`src/rtl/hdmi_video_timing.sv`:
```
// Raster timing generator for the HDMI output path.
// Produces registered pixel coordinates, active-video flag and frame start for the
// pixel-colour stage, plus syncs/de delayed one clock to line up with its
// registered r/g/b, and a channel select that can only change at frame start.
module hdmi_video_timing #(
   parameter int H_ACTIVE = 1280,
   parameter int H_FP     = 110,
   parameter int H_SYNC   = 40,
   parameter int H_BP     = 220,
   parameter int V_ACTIVE = 720,
   parameter int V_FP     = 5,
   parameter int V_SYNC   = 5,
   parameter int V_BP     = 20,
   parameter int SYNC_POL = 1
) (
   input  logic        clk,
   input  logic        rst,
   input  logic [1:0]  channel_select_in,
   output logic [11:0] px_x,
   output logic [11:0] px_y,
   output logic        data_en,
   output logic        frame_start,
   output logic [1:0]  channel_select,
   output logic        hdmi_hsync,
   output logic        hdmi_vsync,
   output logic        hdmi_de
);

   localparam int H_TOTAL = H_ACTIVE + H_FP + H_SYNC + H_BP;
   localparam int V_TOTAL = V_ACTIVE + V_FP + V_SYNC + V_BP;

   localparam logic [11:0] H_LAST = 12'(H_TOTAL - 1);
   localparam logic [11:0] V_LAST = 12'(V_TOTAL - 1);

   // Decode bounds are one bit wider so an end bound of 4096 is representable.
   localparam logic [12:0] H_ACT_END = 13'(H_ACTIVE);
   localparam logic [12:0] HS_BEG    = 13'(H_ACTIVE + H_FP);
   localparam logic [12:0] HS_END    = 13'(H_ACTIVE + H_FP + H_SYNC);
   localparam logic [12:0] V_ACT_END = 13'(V_ACTIVE);
   localparam logic [12:0] VS_BEG    = 13'(V_ACTIVE + V_FP);
   localparam logic [12:0] VS_END    = 13'(V_ACTIVE + V_FP + V_SYNC);

   localparam logic SYNC_ON  = (SYNC_POL != 0);
   localparam logic SYNC_OFF = ~SYNC_ON;

   // True when cnt lies in the half-open window [lo, hi).
   function automatic logic in_window(input logic [11:0] cnt,
                                      input logic [12:0] lo,
                                      input logic [12:0] hi);
      return ({1'b0, cnt} >= lo) && ({1'b0, cnt} < hi);
   endfunction

   logic [11:0] h_cnt;
   logic [11:0] v_cnt;
   logic [11:0] h_nxt;
   logic [11:0] v_nxt;
   logic        act_nxt;
   logic        hs_nxt;
   logic        vs_nxt;
   logic        fs_nxt;
   logic        hsync_p0;
   logic        vsync_p0;

   // Next raster position: h wraps at line end, v steps only on that wrap.
   always_comb begin
      h_nxt = h_cnt + 12'd1;
      v_nxt = v_cnt;
      if (h_cnt == H_LAST) begin
         h_nxt = '0;
         v_nxt = (v_cnt == V_LAST) ? '0 : v_cnt + 12'd1;
      end
   end

   // Outputs are decoded from the position about to be entered, so every
   // register describes the same pixel as the counters after the edge.
   always_comb begin
      act_nxt = in_window(h_nxt, 13'd0, H_ACT_END) && in_window(v_nxt, 13'd0, V_ACT_END);
      hs_nxt  = in_window(h_nxt, HS_BEG, HS_END);
      vs_nxt  = in_window(v_nxt, VS_BEG, VS_END);
      fs_nxt  = (h_nxt == 12'd0) && (v_nxt == 12'd0);
   end

   // Raster counters; reset parks them on the last pixel so release lands on (0,0).
   always_ff @(posedge clk) begin
      if (rst) begin
         h_cnt <= H_LAST;
         v_cnt <= V_LAST;
      end else begin
         h_cnt <= h_nxt;
         v_cnt <= v_nxt;
      end
   end

   // Stage p0: coordinates, active flag, frame start, internal syncs, channel latch.
   always_ff @(posedge clk) begin
      if (rst) begin
         px_x           <= '0;
         px_y           <= '0;
         data_en        <= 1'b0;
         frame_start    <= 1'b0;
         channel_select <= '0;
         hsync_p0       <= SYNC_OFF;
         vsync_p0       <= SYNC_OFF;
      end else begin
         px_x        <= h_nxt;
         px_y        <= v_nxt;
         data_en     <= act_nxt;
         frame_start <= fs_nxt;
         hsync_p0    <= hs_nxt ? SYNC_ON : SYNC_OFF;
         vsync_p0    <= vs_nxt ? SYNC_ON : SYNC_OFF;
         if (fs_nxt) begin
            channel_select <= channel_select_in;
         end
      end
   end

   // Stage p1: HDMI sync/de one clock later, matching the colour stage latency.
   always_ff @(posedge clk) begin
      if (rst) begin
         hdmi_hsync <= SYNC_OFF;
         hdmi_vsync <= SYNC_OFF;
         hdmi_de    <= 1'b0;
      end else begin
         hdmi_hsync <= hsync_p0;
         hdmi_vsync <= vsync_p0;
         hdmi_de    <= data_en;
      end
   end

endmodule

```
`config.mk`:
```
export PLATFORM = sky130hd
export DESIGN_NAME = hdmi_video_timing
export DESIGN_NICKNAME = d
export VERILOG_FILES = /design/src/rtl/hdmi_video_timing.sv
export SDC_FILE = /design/constraint.sdc
export NUM_CORES = 1
export LEC_CHECK = 0
export BUFFER_PORTS_ARGS = -buffer_cell sky130_fd_sc_hd__buf_2
export CORE_MARGIN = 10
export CORE_UTILIZATION = 60
export DETAILED_ROUTE_END_ITERATION = 7
export PLACE_DENSITY = 0.83
export SKIP_CTS_REPAIR_TIMING = 1
export SYNTH_ARGS = -nofsm -noshare
export SYNTH_HDL_FRONTEND = slang
export SYNTH_SLANG_ARGS = --single-unit
export TNS_END_PERCENT = 10
```
`constraint.sdc`:
```
create_clock -name clk -period 5.1 [get_ports clk]
set_clock_uncertainty 0.05 [all_clocks]
set_input_delay 0.765 -clock clk [delete_from_list [all_inputs] [get_ports clk]]
set_output_delay 0.765 -clock clk [all_outputs]
set_load 0.02 [all_outputs]
```
==> metrics.md, run 1 <==
| Metric | Value |
|---|---|
| Status | `complete, no violations` |
| Vias per std cell | `6.16` |
| Rel. slew slack | `between 50% and 60%` |
| Clk buf depth | `2` |
| M3 GR Usage | `roughly 5.0%` |
| Final wirelength | `slightly below 6000 um` |
| Cell Pwr Density | `699 nW/um^2` |
| Area of the die | `approximately 7200 sq um` |
| Syn Std Cell Area | `2510 sq um` |
| RR Startpoint | `h_cnt[0]$_SDFF_PP1_` |
| Drt first-iter violations | `232` |
| CTS buffer count | `5` |
| Die height | `84.7 um` |
| Lkg Pwr | `1.08 nW` |
| Clk_lat worst skew | `~0.3 ns` |
| Largest delay contributor family on the critical path | `simple AND/OR/NAND/NOR gates` |
| Maximum vdd drop | `0.349 mV` |
| Final-layout fill cell count | `361` |
| Worst-path cell chain | `ha_1 -> or4b_4 -> nor3_2 -> buf_4 -> o211ai_1 -> or4b_4 -> o31ai_1 -> a21oi_1` |
| Share of layout cells above drive strength 1 | `18.8%` |
| Post-route ant nets | `0` |
| Syn-to-layout area delta | `6.33%` |
| Synth Instances | `302` |
| DR vias | `2236` |
| I/O Buffers | `34` |
| Routability cong. | `0.904` |
| Largest net degree at the start of global routing | `32` |
| Final count of negative-setup-slack endpoints | `0` |
| Initial core utilization | `62.3%` |
| First-pass GRT wire length | `9740 um` |
| Drt drc | `0` |
| GRT busiest layer | `met2` |
| Number of core rows | `23` |
| CP startpoint kind | `register` |
| Register area | `approximately 900 sq um` |
| Max-cap violation count | `0` |
| Min Tclk post-route | `3.25 ns` |
| Slew Limit Fails | `0` |
| Die Wd | `84.7 um` |
| Met2 usage | `22.4%` |
| H-tree Lvls | `2` |
| Ports | `35` |
| Commonest non-fill, non-tap cells in the layout | `dfxtp_1, buf_2, nand2_1` |
| Crit path largest cell delay | `0.59 ns` |
| Drt wl/cell | `16.2 um` |
| Period utilization | `63.6%` |
| Kind of critical path | `register to register` |
| Slew at the pin closest to its max-slew limit | `about 0.69 ns` |
| CTS root buffer | `clkbuf_8` |
| Total gr overflow | `0` |
| Met1 global-route usage | `approximately 22%` |
| Sequential-to-total area share from yosys stat | `36.7%` |
| Overall power | `~1.9 mW` |
| Commonest non-fill, non-tap cell in the layout | `dfxtp_1` |
| Crit path DAT | `3.35 ns` |
| Core ar. | `~4000 sq um` |
| Area of the multi-input gates | `1410 sq um` |
| CP Capture Type | `register` |
| Unique masters post-synth | `53` |
| Antenna cells | `0` |
| Crit. Startpoint | `h_cnt[0]$_SDFF_PP1_` |
| Clock transition at path regs | `0.08 ns` |
| Fmax | `308 MHz` |
| Slowest CP cell | `nor3_2` |
| Worst Hold Class | `register to register` |
| Yosys reg bits | `46` |
| # nets final | `around 320` |
| Worst endpoint required time | `5.21 ns` |
| Pre-antenna DRT Iters | `5` |
| Hold Fails Final Rpt | `0` |
| HP Start | `hsync_p0$_SDFF_PP0_` |
| Net count after synthesis | `310` |
| CTS tree | `yes` |
| Asr flop ratio synth | `0%` |
| Post-route setup TNS | `0 ns` |
| CP Max Fanout | `19` |
| Antenna violations before repair | `0` |
| Most used DFF post-synth | `dfxtp_1` |
| Mean post-synth cell area | `between 8 and 9 sq um` |
| RSZ-0062 raised after global routing | `no` |
| GRT Util Overall | `15.8%` |
| Most used cell, CP | `or4b_4` |
| DP HPWL | `about 4200 um` |
| Worst Path Buf+Inv | `1` |
| Post-synth EDFFs | `0` |
| Vias in the first global route | `2064` |
| Warning count from the yosys run | `0` |
| CTS sink cnt | `46` |
cell families (layout without fill, tap and decap cells):
group | count (synthesis) | after routing | synth area share, %
and+or+nand+nor | 130 | 130 | 29.3
AOI/OAI and AO/OA | 67 | 67 | 17.9
buffers and inverters | 36 | 47 | 7.32
DFF | 46 | 46 | 36.7
adders and majority gates | 4 | 4 | 1.99
muxes | 2 | 2 | 0.847
xor gates and xnor gates | 17 | 17 | 5.93
state kept, by name (all words and copies together) (netlist names), 2 cells and up:
signal	cells
h_cnt	12
px_y	7
channel_select	2
v_cnt	12
px_x	6
stage by stage:
step	std cells	hold WS, ns	area (sq um)	util [%]	setup slack, ns
2_1_floorplan	302	0.364	2510	-	2.31
3_3_place_gp	356	0.368	2590	64.3	1.99
3_5_place_dp	356	0.374	2590	64.3	1.89
4_1_cts	363	0.393	2670	66.3	1.89
5_1_grt	363	0.407	2670	66.3	1.63
6_report	363	0.390	2670	66.3	1.85
cells in the mapped netlist, types with 7 or more instances:
cell	number	area [sq um]
a21oi_1	13	65.1
nor2_1	23	86.3
nor3_1	17	85.1
and3_1	7	43.8
xnor2_1	12	105
dfxtp_1	46	921
clkbuf_1	16	60.1
nand4_1	7	43.8
nand3_1	12	60.1
o21ai_0	16	80.1
nor2b_1	8	50.1
nand2_1	25	93.8
buf_4	12	90.1
worst paths after layout:
kind,end,slack [ns],cells after the start
max,channel_select[1]$_SDFFE_PP0P_,1.85,8
min,hdmi_hsync$_SDFF_PP0_,0.39,1
max reg2reg,channel_select[1]$_SDFFE_PP0P_,1.85,8
min reg2reg,hdmi_hsync$_SDFF_PP0_,0.39,1
layer usage:
metal	vias up	routed length [um]	share of wire (%)
met5	-	0	0
met4	0	70	1.2
met3	9	540	9.2
met2	99	2450	42
met1	1020	2810	48
li1	1108	-	-
where the power goes:
part	total, mW	internal [mW]	leakage [nW]	switching, mW
registers	0.595	0.467	0.378	0.128
clock network	0.208	0.0920	0.0438	0.116
logic	1.06	0.403	0.654	0.661
worst register-to-register path, stage by stage, from the launching register on:
cell and delay (ns):
dfxtp_1 0.43, ha_1 0.18, or4b_4 0.49, nor3_2 0.60, buf_4 0.35, o211ai_1 0.16
or4b_4 0.51, o31ai_1 0.25, a21oi_1 0.09
final cells by class:
cell class / count / area share [%]
Clock inverter: 2 / 0.375
Inverter: 5 / 0.703
Clock buffer: 5 / 2.58
Tap cell: 50 / 2.34
Multi-Input combinational cell: 220 / 52.9
Sequential cell: 46 / 34.5
Timing Repair Buffer: 35 / 6.65
No activity file was read; power rests on OpenSTA's default activity.
==> run 2, diff against run 1 <==
--- a/config.mk
+++ b/config.mk
@@ -7,9 +7,9 @@
 export LEC_CHECK = 0
 export BUFFER_PORTS_ARGS = -buffer_cell sky130_fd_sc_hd__buf_2
 export CORE_MARGIN = 10
-export CORE_UTILIZATION = 60
+export CORE_UTILIZATION = 57
 export DETAILED_ROUTE_END_ITERATION = 7
-export PLACE_DENSITY = 0.83
+export PLACE_DENSITY = 0.79
 export SKIP_CTS_REPAIR_TIMING = 1
 export SYNTH_ARGS = -nofsm -noshare
 export SYNTH_HDL_FRONTEND = slang
==> constraint.sdc (replaced) <==
create_clock -name clk -period 3.3 [get_ports clk]
set_clock_uncertainty 0.05 [all_clocks]
set_input_delay 0.495 -clock clk [delete_from_list [all_inputs] [get_ports clk]]
set_output_delay 0.495 -clock clk [all_outputs]
set_load 0.02 [all_outputs]
==> metrics.md, run 2 (synthesized netlist as in run 1, its figures left out) <==
| Metric | Value |
|---|---|
| Pre-antenna DRT Iters | `4 (-1)` |
| Die height | `86.4 um (+2.0%)` |
| Largest net degree at the start of global routing | `32 (unchanged)` |
| I/O Buffers | `34 (unchanged)` |
| Fmax | `316 MHz (+2.5%)` |
| Kind of critical path | `register to register` |
| Post-DP Area | `2650 sq um (+2.4%)` |
| Util after Layout | `63.4% (-2.9 points)` |
| Maximum vdd drop | `0.517 mV (+48%)` |
| Share of layout cells above drive strength 1 | `20.8% (+2.0 points)` |
| DP HPWL | `4640 um (+12%)` |
| Pre-CTS WS | `0.158 ns (-1.74 ns)` |
| WHS | `0.388 ns (-0.00119 ns)` |
| Period utilization | `95.9% (+32 points)` |
| Max-cap violation count | `0 (unchanged)` |
| Routability cong. | `0.917 (+1.4%)` |
| Hold Fails Final Rpt | `0 (unchanged)` |
| Worst Hold Class | `register to register` |
| Commonest non-fill, non-tap cell in the layout | `dfxtp_1` |
| CTS sink cnt | `46 (unchanged)` |
| Rel. slew slack | `60.4% (+7.0 points)` |
| Total gr overflow | `0 (unchanged)` |
| Area of the die | `7460 sq um (+4.0%)` |
| Die Wd | `86.4 um (+2.0%)` |
| Drt drc | `0 (unchanged)` |
| CP Max Fanout | `11 (-8)` |
| Initial core utilization | `58.1% (-4.3 points)` |
| Vias in the first global route | `2093 (+1.4%)` |
| First-pass GRT wire length | `10400 um (+6.5%)` |
| # nets final | `329 (+2.5%)` |
| Number of core rows | `24 (+4.3%)` |
| Non-filler cells, final | `374 (+3.0%)` |
| CP Capture Type | `register` |
| Cell Pwr Density | `1090 nW/um^2 (+57%)` |
| Final count of negative-setup-slack endpoints | `0 (unchanged)` |
| Core ar. | `4320 sq um (+7.3%)` |
| Status | `complete, no violations` |
| Slew at the pin closest to its max-slew limit | `0.593 ns (-0.101 ns)` |
| Slew Limit Fails | `0 (unchanged)` |
| Final Worst Setup Slack | `0.134 ns (-1.72 ns)` |
| GRT Util Overall | `16.8% (+1.0 points)` |
| Clk_lat worst skew | `0.31 ns (about the same)` |
| Clk buf depth | `2 (unchanged)` |
| CTS root buffer | `clkbuf_8` |
| Antenna cells | `0 (unchanged)` |
| Worst endpoint required time | `3.46 ns (-1.75 ns)` |
| Commonest non-fill, non-tap cells in the layout | `dfxtp_1, buf_2, nand2_1` |
| Design Area, Final | `2740 sq um (+2.6%)` |
| CTS buffer count | `5 (unchanged)` |
| Final wirelength | `6200 um (+5.4%)` |
| DR vias | `2236 (unchanged)` |
| RSZ-0062 raised after global routing | `no` |
| Drt wl/cell | `16.6 um (+2.3%)` |
| Antenna violations before repair | `0 (unchanged)` |
| CTS tree | `yes` |
| Ports | `35 (unchanged)` |
| R2R Setup Slk | `0.13 ns (-1.72 ns)` |
| Number of cells after detailed placement | `366 (+2.8%)` |
| CP startpoint kind | `register` |
| Drt first-iter violations | `155 (-33%)` |
| Crit path DAT | `3.32 ns (-0.03 ns)` |
| H-tree Lvls | `2 (unchanged)` |
| Top flop regs | `h_cnt x12, v_cnt x12, px_y x7` |
| Min Tclk post-route | `3.17 ns (-0.0799 ns)` |
| Vias per std cell | `5.98 (-2.9%)` |
| Post-route ant nets | `0 (unchanged)` |
| Post-route setup TNS | `0 ns (unchanged)` |
| Overall power | `3.00 mW (+61%)` |
| Syn-to-layout area delta | `9.12%` |
| Lkg Pwr | `1.12 nW (+3.8%)` |
| Clock transition at path regs | `0.09 ns (about the same)` |
run 2: cell types whose count changed in the layout (fill, tap and decap cells not counted), sizes merged:
cell	before	now
clkbuf	5	6
buf	35	43
run 2: layout make-up:
class / count / area, sq um
Timing Repair Buffer: 43 / 238
Clock inverter: 2 / 13.8
Multi-Input combinational cell: 220 / 1410
Fill cell: 389 / 1580
Sequential cell: 46 / 921
Tap cell: 52 / 65.1
Inverter: 5 / 18.8
Clock buffer: 6 / 72.6
run 2: path summary, 6_finish.rpt:
path / endpoint / startpoint / cells past startpoint
setup / recovery: data_en$_SDFF_PP0_ / h_cnt[0]$_SDFF_PP1_ / 8
hold / removal: hdmi_vsync$_SDFF_PP0_ / vsync_p0$_SDFF_PP0_ / 1
setup reg to reg: data_en$_SDFF_PP0_ / h_cnt[0]$_SDFF_PP1_ / 8
hold reg to reg: hdmi_vsync$_SDFF_PP0_ / vsync_p0$_SDFF_PP0_ / 1
run 2: critical path, stage by stage (launching register included):
cell and delay, ns:
dfxtp_1 0.44, ha_1 0.17, or4b_4 0.49, or3_1 0.57
or4_4 0.62, a21oi_2 0.20, nor2b_1 0.10, and3_1 0.15
nor4_1 0.28
run 2: routing by layer:
metal | vias to the layer above | wire length [um] | global-route usage, %
li1 | 1116 | - | -
met5 | - | 0 | 0
met1 | 1041 | 2550 | 19.5
met2 | 69 | 3200 | 28.9
met3 | 10 | 348 | 4.22
met4 | 0 | 99 | 6.33
run 2: power by group:
| part | internal (mW) | switching (mW) | leakage, nW |
|---|---|---|---|
| registers | 0.722 | 0.189 | 0.378 |
| logic | 0.699 | 1.05 | 0.694 |
| clock network | 0.150 | 0.193 | 0.0452 |
==> run 3, diff against run 2 <==
--- a/config.mk
+++ b/config.mk
@@ -9,6 +9,7 @@
 export CORE_MARGIN = 10
 export CORE_UTILIZATION = 57
 export DETAILED_ROUTE_END_ITERATION = 7
+export MAX_ROUTING_LAYER = met4
 export PLACE_DENSITY = 0.79
 export SKIP_CTS_REPAIR_TIMING = 1
 export SYNTH_ARGS = -nofsm -noshare
==> metrics.md, run 3 (synthesized netlist as in run 1, its figures left out) <==
| Metric | Value |
|---|---|
| Status | `complete, no violations` |
| CTS buffer count | `5 (unchanged)` |
| Fmax | `337 MHz (+6.7%)` |
| Routability cong. | `0.943 (+2.9%)` |
| Clk buf depth | `2 (unchanged)` |
| Util after Layout | `64.1% (+0.72 points)` |
| Drt drc | `0 (unchanged)` |
| Largest net degree at the start of global routing | `32 (unchanged)` |
| Worst endpoint required time | `3.42 ns (-0.04 ns)` |
| Post-route ant nets | `0 (unchanged)` |
| Die height | `86.4 um (unchanged)` |
| RSZ-0062 raised after global routing | `no` |
| Drt first-iter violations | `187 (+21%)` |
| Area of the die | `7460 sq um (unchanged)` |
| Clock power share | `13.7% (+2.3 points)` |
| Pre-antenna DRT Iters | `5 (+1)` |
| RR Startpoint | `h_cnt[0]$_SDFF_PP1_` |
| Worst Hold Class | `input port to register` |
| Number of cells after detailed placement | `366 (unchanged)` |
| CTS tree | `yes` |
| Period utilization | `89.9% (-6.0 points)` |
| CTS root buffer | `clkbuf_8` |
| Clock transition at path regs | `0.09 ns (about the same)` |
| Cell Pwr Density | `1120 nW/um^2 (+1.9%)` |
| Drt wl/cell | `16.6 um (about the same)` |
| Max-cap violation count | `0 (unchanged)` |
| Final count of negative-setup-slack endpoints | `0 (unchanged)` |
| Crit path DAT | `3.09 ns (-0.23 ns)` |
| Post-route setup TNS | `0 ns (unchanged)` |
| WHS Path Cells | `3 (+2)` |
| CP startpoint kind | `register` |
| DR vias | `2267 (+1.4%)` |
| Ports | `35 (unchanged)` |
| Core ar. | `4320 sq um (unchanged)` |
| H-tree Lvls | `2 (unchanged)` |
| Final-layout fill cell count | `390 (+0.26%)` |
| Vias per std cell | `6.06 (+1.4%)` |
| Share of layout cells above drive strength 1 | `21.4% (+0.62 points)` |
| Reg2reg path depth | `8 (unchanged)` |
| Non-filler cells, final | `374 (unchanged)` |
| Antenna violations before repair | `0 (unchanged)` |
| # nets final | `329 (unchanged)` |
| Rel. slew slack | `62.6% (+2.2 points)` |
| Slew at the pin closest to its max-slew limit | `0.561 ns (-0.0328 ns)` |
| Min Tclk post-route | `2.97 ns (-0.199 ns)` |
| Commonest non-fill, non-tap cell in the layout | `dfxtp_1` |
| Number of core rows | `24 (unchanged)` |
| Slew Limit Fails | `0 (unchanged)` |
| Comb pwr share | `56.7% (-1.5 points)` |
| First-pass GRT wire length | `10400 um (+0.20%)` |
| Vias in the first global route | `2097 (+0.19%)` |
| Antenna cells | `0 (unchanged)` |
| Sequential Power Share | `29.6% (-0.8 points)` |
| Clk_lat worst skew | `0.30 ns (about the same)` |
| Total gr overflow | `0 (unchanged)` |
| Reg-to-Reg End | `channel_select[1]$_SDFFE_PP0P_` |
| Sw frac | `46.5% (-1.2 points)` |
| P_int | `1.65 mW (+5.4%)` |
| Maximum vdd drop | `0.552 mV (+6.7%)` |
| DP HPWL | `4550 um (-1.9%)` |
| Top flop regs | `h_cnt x12, v_cnt x12, px_y x7` |
| CP Max Fanout | `7 (-4)` |
| I/O Buffers | `34 (unchanged)` |
| Syn-to-layout area delta | `10.4%` |
| Area of the multi-input gates | `1420 sq um (+0.35%)` |
| HP Start | `channel_select_in[0]` |
| R2R Setup Slk | `0.33 ns (+0.20 ns)` |
| Register area | `921 sq um (unchanged)` |
| Die Wd | `86.4 um (unchanged)` |
| Initial core utilization | `58.1% (unchanged)` |
| Commonest non-fill, non-tap cells in the layout | `dfxtp_1, buf_2, nand2_1` |
| Hold Fails Final Rpt | `0 (unchanged)` |
| Final wirelength | `6200 um (about the same)` |
| CTS sink cnt | `46 (unchanged)` |
| Destination of the worst hold path | `channel_select[0]$_SDFFE_PP0P_` |
| GRT Util Overall | `17.3% (+0.53 points)` |
| Psw | `1.44 mW (+0.54%)` |
| Kind of critical path | `register to register` |
| CP Capture Type | `register` |
| Lkg Pwr | `1.13 nW (+1.3%)` |
==> run 3: area by class of cell <==
cell class | count | share of cell area, %
inverter | 5 | 0.677
multi-input combinational | 220 | 51.1
sequential | 46 | 33.2
tap | 52 | 2.35
clock inverter | 3 | 1.58
clock buffer | 5 | 2.48
timing repair buffer | 43 | 8.58
==> run 3: how the worst max path moves through the flow <==
stage,start,to,slack (ns),depth (start not counted)
6_report,h_cnt[0]$_SDFF_PP1_,channel_select[1]$_SDFFE_PP0P_,0.33,8
5_1_grt,h_cnt[0]$_SDFF_PP1_,channel_select[1]$_SDFFE_PP0P_,0.11,8
4_1_cts,h_cnt[0]$_SDFF_PP1_,data_en$_SDFF_PP0_,0.20,8
3_5_place_dp,h_cnt[0]$_SDFF_PP1_,data_en$_SDFF_PP0_,0.22,8
3_3_place_gp,h_cnt[0]$_SDFF_PP1_,data_en$_SDFF_PP0_,0.29,8
2_1_floorplan,h_cnt[0]$_SDFF_PP1_,channel_select[0]$_SDFFE_PP0P_,0.51,9
==> run 3: worst max-delay path: stages (launching register included) <==
cell and delay, ns:
dfxtp_1 0.44, ha_1 0.17, or4b_4 0.50, or4_4 0.51, o21ai_1 0.17, o211ai_1 0.13
or4b_4 0.52, o31ai_1 0.27, a21oi_1 0.09
==> run 3: power by group through the flow <==
stage          Sequential, mW  Clock, mW  Combinational [mW]
6_report                0.916      0.423                1.75
5_1_grt                 0.945      0.459                1.95
2_1_floorplan           0.926          0                1.26
3_3_place_gp            0.916          0                1.70
3_5_place_dp            0.920          0                1.72
4_1_cts                 0.909      0.439                1.73
==> run 3: metal layers <==
layer  vias to the layer above  global-route usage, %  routed length [um]
met4                         0                   7.95                 128
met5                         -                      -                   0
met3                        14                   3.66                 297
li1                       1119                      -                   -
met2                        87                   27.7                3190
met1                      1047                   20.4                2580
==> run 3: through the flow <==
step	power, mW	area, sq um	hold WS, ns	setup WS, ns
floorplan	2.19	2510	0.364	0.508
global placement	2.62	2650	0.376	0.290
detailed placement	2.64	2650	0.388	0.221
CTS	3.08	2770	0.394	0.196
global route	3.35	2770	0.380	0.108
finish	3.09	2770	0.401	0.333
